## src/rtl/uart_pkg.sv

```systemverilog
// Shared UART definitions: receiver state encoding, FIFO entry layout and
// oversampling constant, reused by the receive and transmit channels.
package uart_pkg;

    localparam int OVERSAMPLE = 16;

    typedef enum logic [2:0] {
        IDLE   = 3'd0,
        START  = 3'd1,
        DATA   = 3'd2,
        PARITY = 3'd3,
        STOP   = 3'd4
    } rx_state_t;

    typedef struct packed {
        logic       fe;
        logic       pe;
        logic [7:0] data;
    } rx_entry_t;

    // Parity error: received ones count (data plus parity bit) disagrees with the selected sense
    function automatic logic parity_error(input logic [7:0] data, input logic par_bit, input logic odd);
        return ((^data) ^ par_bit) != odd;
    endfunction

endpackage

```

## src/rtl/uart_rx_fifo.sv

```systemverilog
// Synchronous receive holding FIFO of status-tagged entries; a push while full
// is accepted only when a pop frees the head slot in the same cycle.
module uart_rx_fifo
    import uart_pkg::*;
#(
    parameter int DEPTH = 4
) (
    input  logic      clk,
    input  logic      rst_n,
    input  logic      push,
    input  logic      pop,
    input  rx_entry_t wr_entry,
    output rx_entry_t head,
    output logic      empty,
    output logic      full
);

    localparam int AW = $clog2(DEPTH);

    rx_entry_t     mem_r [DEPTH];
    logic [AW:0]   wr_ptr_r;
    logic [AW:0]   rd_ptr_r;
    logic          do_pop_s;
    logic          do_push_s;

    assign empty     = (wr_ptr_r == rd_ptr_r);
    assign full      = (wr_ptr_r[AW] != rd_ptr_r[AW]) && (wr_ptr_r[AW-1:0] == rd_ptr_r[AW-1:0]);
    assign do_pop_s  = pop & ~empty;
    assign do_push_s = push & (~full | do_pop_s);

    // Read/write pointers, one extra wrap bit to tell full from empty
    always_ff @(posedge clk or negedge rst_n) begin
        if (!rst_n) begin
            wr_ptr_r <= '0;
            rd_ptr_r <= '0;
        end else begin
            if (do_push_s) begin
                wr_ptr_r <= wr_ptr_r + {{AW{1'b0}}, 1'b1};
            end
            if (do_pop_s) begin
                rd_ptr_r <= rd_ptr_r + {{AW{1'b0}}, 1'b1};
            end
        end
    end

    // Entry storage; contents are only visible through the empty-gated head
    always_ff @(posedge clk) begin
        if (do_push_s) begin
            mem_r[wr_ptr_r[AW-1:0]] <= wr_entry;
        end
    end

    // Head entry, forced to zero while empty
    always_comb begin
        head = '0;
        if (empty) begin
            head = '0;
        end else begin
            head = mem_r[rd_ptr_r[AW-1:0]];
        end
    end

endmodule

```

## src/rtl/uart_rx_channel.sv

```systemverilog
// Configurable-width, configurable-parity UART receiver with 16x oversampling,
// feeding a status-tagged receive FIFO with sticky overrun detection.
module uart_rx_channel
    import uart_pkg::*;
#(
    parameter int DATA_BITS  = 8,
    parameter int FIFO_DEPTH = 4
) (
    input  logic                 CLK,
    input  logic                 _RESET,
    input  logic                 BAUD_X16,
    input  logic                 RXD,
    input  logic                 RX_EN,
    input  logic                 PARITY_EN,
    input  logic                 PARITY_ODD,
    input  logic                 RD_STB,
    input  logic                 CLR_ERR,
    output logic [DATA_BITS-1:0] RX_DATA,
    output logic                 RX_PE,
    output logic                 RX_FE,
    output logic                 RXRDY,
    output logic                 FFULL,
    output logic                 OVERRUN
);

    localparam logic [3:0] MID_CNT  = 4'(OVERSAMPLE / 2 - 1);
    localparam logic [3:0] LAST_CNT = 4'(OVERSAMPLE - 1);
    localparam logic [2:0] LAST_BIT = 3'(DATA_BITS - 1);

    logic                 rxd_meta_r, rxd_sync_r;
    rx_state_t            state_r, state_s;
    logic [3:0]           cnt_r, cnt_s;
    logic [2:0]           idx_r, idx_s;
    logic [DATA_BITS-1:0] shift_r, shift_s;
    logic                 pe_r, pe_s;
    logic                 brk_r, brk_s;
    logic                 push_s, fe_s;
    logic                 empty_s, full_s;
    logic                 overrun_r;
    rx_entry_t            entry_s, head_s;

    // Two-flop synchroniser; resets to the idle line level
    always_ff @(posedge CLK or negedge _RESET) begin
        if (!_RESET) begin
            rxd_meta_r <= 1'b1;
            rxd_sync_r <= 1'b1;
        end else begin
            rxd_meta_r <= RXD;
            rxd_sync_r <= rxd_meta_r;
        end
    end

    // Receiver state, tick counter, bit index, shift register and flags
    always_ff @(posedge CLK or negedge _RESET) begin
        if (!_RESET) begin
            state_r <= IDLE;
            cnt_r   <= 4'd0;
            idx_r   <= 3'd0;
            shift_r <= '0;
            pe_r    <= 1'b0;
            brk_r   <= 1'b0;
        end else begin
            state_r <= state_s;
            cnt_r   <= cnt_s;
            idx_r   <= idx_s;
            shift_r <= shift_s;
            pe_r    <= pe_s;
            brk_r   <= brk_s;
        end
    end

    // Next-state logic; all sampling happens only on oversampling ticks
    always_comb begin
        state_s = state_r;
        cnt_s   = cnt_r;
        idx_s   = idx_r;
        shift_s = shift_r;
        pe_s    = pe_r;
        brk_s   = brk_r;
        push_s  = 1'b0;
        fe_s    = 1'b0;
        if (!RX_EN) begin
            state_s = IDLE;
            cnt_s   = 4'd0;
            brk_s   = 1'b0;
        end else if (BAUD_X16) begin
            cnt_s = cnt_r + 4'd1;
            case (state_r)
                IDLE: begin
                    cnt_s = 4'd0;
                    if (!rxd_sync_r) begin
                        state_s = START;
                        pe_s    = 1'b0;
                    end else begin
                        state_s = IDLE;
                    end
                end
                START: begin
                    if (cnt_r == MID_CNT) begin
                        cnt_s   = 4'd0;
                        idx_s   = 3'd0;
                        state_s = rxd_sync_r ? IDLE : DATA;
                    end else begin
                        state_s = START;
                    end
                end
                DATA: begin
                    if (cnt_r == LAST_CNT) begin
                        shift_s = {rxd_sync_r, shift_r[DATA_BITS-1:1]};
                        idx_s   = idx_r + 3'd1;
                        if (idx_r == LAST_BIT) begin
                            state_s = PARITY_EN ? PARITY : STOP;
                        end else begin
                            state_s = DATA;
                        end
                    end else begin
                        state_s = DATA;
                    end
                end
                PARITY: begin
                    if (cnt_r == LAST_CNT) begin
                        pe_s    = parity_error(8'(shift_r), rxd_sync_r, PARITY_ODD);
                        state_s = STOP;
                    end else begin
                        state_s = PARITY;
                    end
                end
                STOP: begin
                    // After a framing error, hold here until the line returns high
                    if (brk_r) begin
                        cnt_s = 4'd0;
                        if (rxd_sync_r) begin
                            state_s = IDLE;
                            brk_s   = 1'b0;
                        end else begin
                            state_s = STOP;
                        end
                    end else if (cnt_r == LAST_CNT) begin
                        push_s  = 1'b1;
                        fe_s    = ~rxd_sync_r;
                        brk_s   = ~rxd_sync_r;
                        state_s = rxd_sync_r ? IDLE : STOP;
                    end else begin
                        state_s = STOP;
                    end
                end
                default: begin
                    state_s = IDLE;
                    cnt_s   = 4'd0;
                end
            endcase
        end else begin
            state_s = state_r;
        end
    end

    assign entry_s = '{fe: fe_s, pe: pe_r, data: 8'(shift_r)};

    uart_rx_fifo #(
        .DEPTH (FIFO_DEPTH)
    ) u_fifo (
        .clk      (CLK),
        .rst_n    (_RESET),
        .push     (push_s),
        .pop      (RD_STB),
        .wr_entry (entry_s),
        .head     (head_s),
        .empty    (empty_s),
        .full     (full_s)
    );

    // Sticky overrun: a lost character outranks a simultaneous clear
    always_ff @(posedge CLK or negedge _RESET) begin
        if (!_RESET) begin
            overrun_r <= 1'b0;
        end else if (push_s && full_s && !RD_STB) begin
            overrun_r <= 1'b1;
        end else if (CLR_ERR) begin
            overrun_r <= 1'b0;
        end else begin
            overrun_r <= overrun_r;
        end
    end

    assign RX_DATA = head_s.data[DATA_BITS-1:0];
    assign RX_PE   = head_s.pe;
    assign RX_FE   = head_s.fe;
    assign RXRDY   = ~empty_s;
    assign FFULL   = full_s;
    assign OVERRUN = overrun_r;

endmodule

```

## config.mk

```make
export PLATFORM = sky130hd
export DESIGN_NAME = uart_rx_channel
export DESIGN_NICKNAME = d
export VERILOG_FILES = /design/src/rtl/uart_pkg.sv /design/src/rtl/uart_rx_fifo.sv /design/src/rtl/uart_rx_channel.sv
export SDC_FILE = /design/constraint.sdc
export NUM_CORES = 1
export LEC_CHECK = 0
export ABC_AREA = 1
export BUFFER_PORTS_ARGS = -buffer_cell sky130_fd_sc_hd__buf_2
export CAP_MARGIN = 5
export CORE_ASPECT_RATIO = 1.5
export CORE_MARGIN = 2
export CORE_UTILIZATION = 35
export CTS_BUF_LIST = sky130_fd_sc_hd__clkbuf_4 sky130_fd_sc_hd__clkbuf_8
export DETAILED_ROUTE_END_ITERATION = 16
export SYNTH_ARGS = -nofsm -noshare
export SYNTH_HDL_FRONTEND = slang
export SYNTH_SLANG_ARGS = --single-unit
```

## constraint.sdc

```tcl
create_clock -name CLK -period 3.9 [get_ports CLK]
set_clock_uncertainty 0.2 [all_clocks]
set_input_delay 0.39 -clock CLK [delete_from_list [all_inputs] [get_ports CLK]]
set_output_delay 0.39 -clock CLK [all_outputs]
set_load 0.1 [all_outputs]
```

==> metrics <==
outcome=finished, final reports clean; Syn Std Cell Area=3241 um^2; combinational power share=0.435; DRT antenna net count=0; placer congestion estimate=0.8283; Reg power frac=0.337; Via Count=2220; Post-Syn Nets=345; Power Internal=0.001314 W; layout cells sized above 1=0.1575; drt total wl=5.859 mm; I/O pins=22; final std cells w/o fill=474; FF+latch count, synth=69; core area=9146 um^2; Switching Fraction=0.4832; largest family of logic cells by synthesized area=simple AND/OR/NAND/NOR gates; Die ar.=10060 um^2; fin crit share=0.7942; Worst Hold Class=input port to flip-flop; H-tree levels=3; Peak VDD IR=581.7 uV; crit-path max cell delay=0.63 ns; Hold Crit Start=CLR_ERR; CP max FO=23; ys flop type=edfxtp_1; initial antenna violation count=0; die height=121.9 um; Slew @ Worst Pin=0.7151 ns; cell repeated most along the worst path=inv_1; DRC errors left=0; DR WL/cell=12.36 um; CP startpoint kind=flip-flop; final max-slew violation count=0; first-pass GRT wire length=9.936 mm; post-synthesis sequential area ratio=0.5954; CTS tree=yes; post-DP HPWL=4.096 mm; clk sinks=69; Worst Hold Slack=0.04224 ns; Reg2Reg Setup Slack=1.62 ns; post-synthesis mux area share=0.003475; xor and xnor fraction of the mapped netlist area=0.02973; minimum clock period=3.098 ns; Detailed Routing Iterations Pass 1=4; Worst path top cell family by delay=buffers and inverters; placed insts=456; hold worst-path end=OVERRUN; Crit Path Class=flip-flop to primary output; largest net degree at the start of global routing=30; Initial Util=0.3543; Final Hold Fails=0; Worst slew margin=0.5232; cell count of the worst hold path=2; Worst-Skew Late Latency=0.34 ns; FFs w/ async S/R, synth=0.4203; CP arrival=2.51 ns; Synth Area in Simple Gates=0.1907; Mapped Avg Cell Area=9.880 um^2; setup_tns=0 ns; Mapped Cells=328; Post-synth EDFFs=40; pwr dens=688.0 nW/um^2; CP cell instances=inv_1 -> nor2_1 -> o32ai_1 -> nand2_1 -> inv_1 -> buf_2; clock slew at reported path FFs=0.07 ns; Buf/Inv on CP=3; Cell variety after synth=31; Vias/cell=4.684; r2r startpoint=u_fifo.rd_ptr_r[0]; Psw=0.001229 W; CP endpoint kind=primary output; CP max-delay cell=dfrtp_1; R2R depth=6; Fmax=322.8 MHz; MaxCap Viol Count=0; total grt overflow=0; total CTS buffers=9; Synth Area in Adders=0.03089; Tot Pwr=0.002543 W; iteration-0 DRC count of the detailed router=104; Setup violations, final=0; area grow syn2layout=14.05%; Longest Clk Path Bufs=2; FF-to-FF End=u_fifo.mem_r[3][5]; PortBufs=21; complex-gate fraction of the synthesized area=0.08687; total track usage=0.1334; vias in the first global route=2199; Yosys Warn Count=0; Clock power frac=0.228; RSZ-0062 raised after global routing=no; data required time of the worst path=3.31 ns; Leakage=1.655 nW; ANT cells=0; final net count=374; postcts setup bufs=0; Layout fillers=916; root buf cell=clkbuf_8; Die W=82.57 um; row count=43
layout by cell type, fill, tap and decap left out, drive strengths merged, types with 3 or more instances in the layout:
master   n
dfrtp   27
a21oi    5
o21ai   27
nand3   14
clkbuf  14
o32ai   10
buf     24
xor2     5
edfxtp  40
nor3     3
nand2   73
nand4    3
nor2    45
inv     45
ha       8
xnor2    6
final cells by class:
type	count	area, um^2	area share
clock buffers	14	167.7	0.04536
clock inverters	2	35.03	0.009479
inverters	45	168.9	0.04570
multi-input cells	206	1107	0.2996
flip-flops and latches	69	1929	0.5220
well taps	112	140.1	0.03791
repair buffers	26	147.6	0.03995
power groups by stage:
stage / registers, W / clock network (W) / logic [W]
floorplan: 0.000818 / 0 / 0.00101
finish: 0.000857 / 0.000580 / 0.00111
global placement: 0.000871 / 0 / 0.00110
global route: 0.000867 / 0.000622 / 0.00118
CTS: 0.000857 / 0.000602 / 0.00112
detailed placement: 0.000873 / 0 / 0.00111
cells in the mapped netlist, types with 2 or more instances:
| cell | instances | area [um^2] |
|---|---|---|
| nor3_1 | 2 | 10.01 |
| inv_2 | 4 | 15.01 |
| ha_1 | 8 | 100.1 |
| nand4_1 | 3 | 18.77 |
| nor2_4 | 4 | 45.04 |
| o21ai_0 | 24 | 120.1 |
| o32ai_1 | 10 | 87.58 |
| clkbuf_1 | 5 | 18.77 |
| nand2_4 | 2 | 22.52 |
| edfxtp_1 | 40 | 1201 |
| dfrtp_1 | 27 | 675.7 |
| xor2_1 | 5 | 43.79 |
| a21oi_1 | 5 | 25.02 |
| nand3_1 | 14 | 70.07 |
| xnor2_1 | 6 | 52.55 |
| o22ai_1 | 2 | 12.51 |
| dfstp_2 | 2 | 52.55 |
| nand2_2 | 3 | 18.77 |
| nor2_1 | 41 | 153.9 |
| nand2_1 | 68 | 255.2 |
| o21ai_1 | 3 | 15.01 |
| inv_1 | 41 | 153.9 |
registers in the layout (all words and copies together), names as in the netlist:
register         cells
pe_r                 1
shift_r              8
rxd_meta_r           1
u_fifo.wr_ptr_r      3
cnt_r                4
u_fifo.mem_r        40
u_fifo.rd_ptr_r      3
brk_r                1
state_r              3
idx_r                3
OVERRUN              1
rxd_sync_r           1
per-layer routing:
| layer | track usage | vias to the layer above | wire (um) | part of all wire |
|---|---|---|---|---|
| met1 | 0.1464 | 1024 | 2450 | 0.42 |
| met4 | 0.06455 | 0 | 165 | 0.028 |
| met2 | 0.2283 | 35 | 3033 | 0.52 |
| li1 | - | 1148 | - | - |
| met5 | 0 | - | 0 | 0 |
| met3 | 0.04148 | 13 | 210 | 0.036 |
cell families after synthesis:
kind of cell	after synthesis
AND/OR/NAND/NOR	139
flip-flops	69
buffers and inverters	53
AO/OA/AOI/OAI	47
XOR/XNOR	11
adder cells (fa/ha/maj)	8
multiplexers	1
worst max path at each step:
stage | cells after the start | startpoint | endpoint
2_1_floorplan | 6 | u_fifo.rd_ptr_r[0] | u_fifo.mem_r[0][0]
3_5_place_dp | 6 | u_fifo.rd_ptr_r[0] | RX_PE
3_3_place_gp | 6 | u_fifo.rd_ptr_r[0] | RX_DATA[2]
4_1_cts | 6 | u_fifo.rd_ptr_r[0] | RX_PE
6_report | 6 | u_fifo.rd_ptr_r[0] | RX_PE
5_1_grt | 6 | u_fifo.rd_ptr_r[0] | RX_DATA[6]
repair_timing:
item / CTS / global route
hold buffers: 2 / 0
endpoints found under the hold margin: 28 / 0
gates resized for setup: 0 / 0
through the flow:
step                      cell area, um^2  worst slack, ns  utilization
after floorplan                      3241           0.7732            -
after global placement               3473            1.164       0.3798
after detailed placement             3473            1.141       0.3798
after CTS                            3696           0.7331       0.4041
after global routing                 3696           0.4906       0.4041
final                                3696           0.8025       0.4041
No activity file was read; power rests on OpenSTA's default activity.
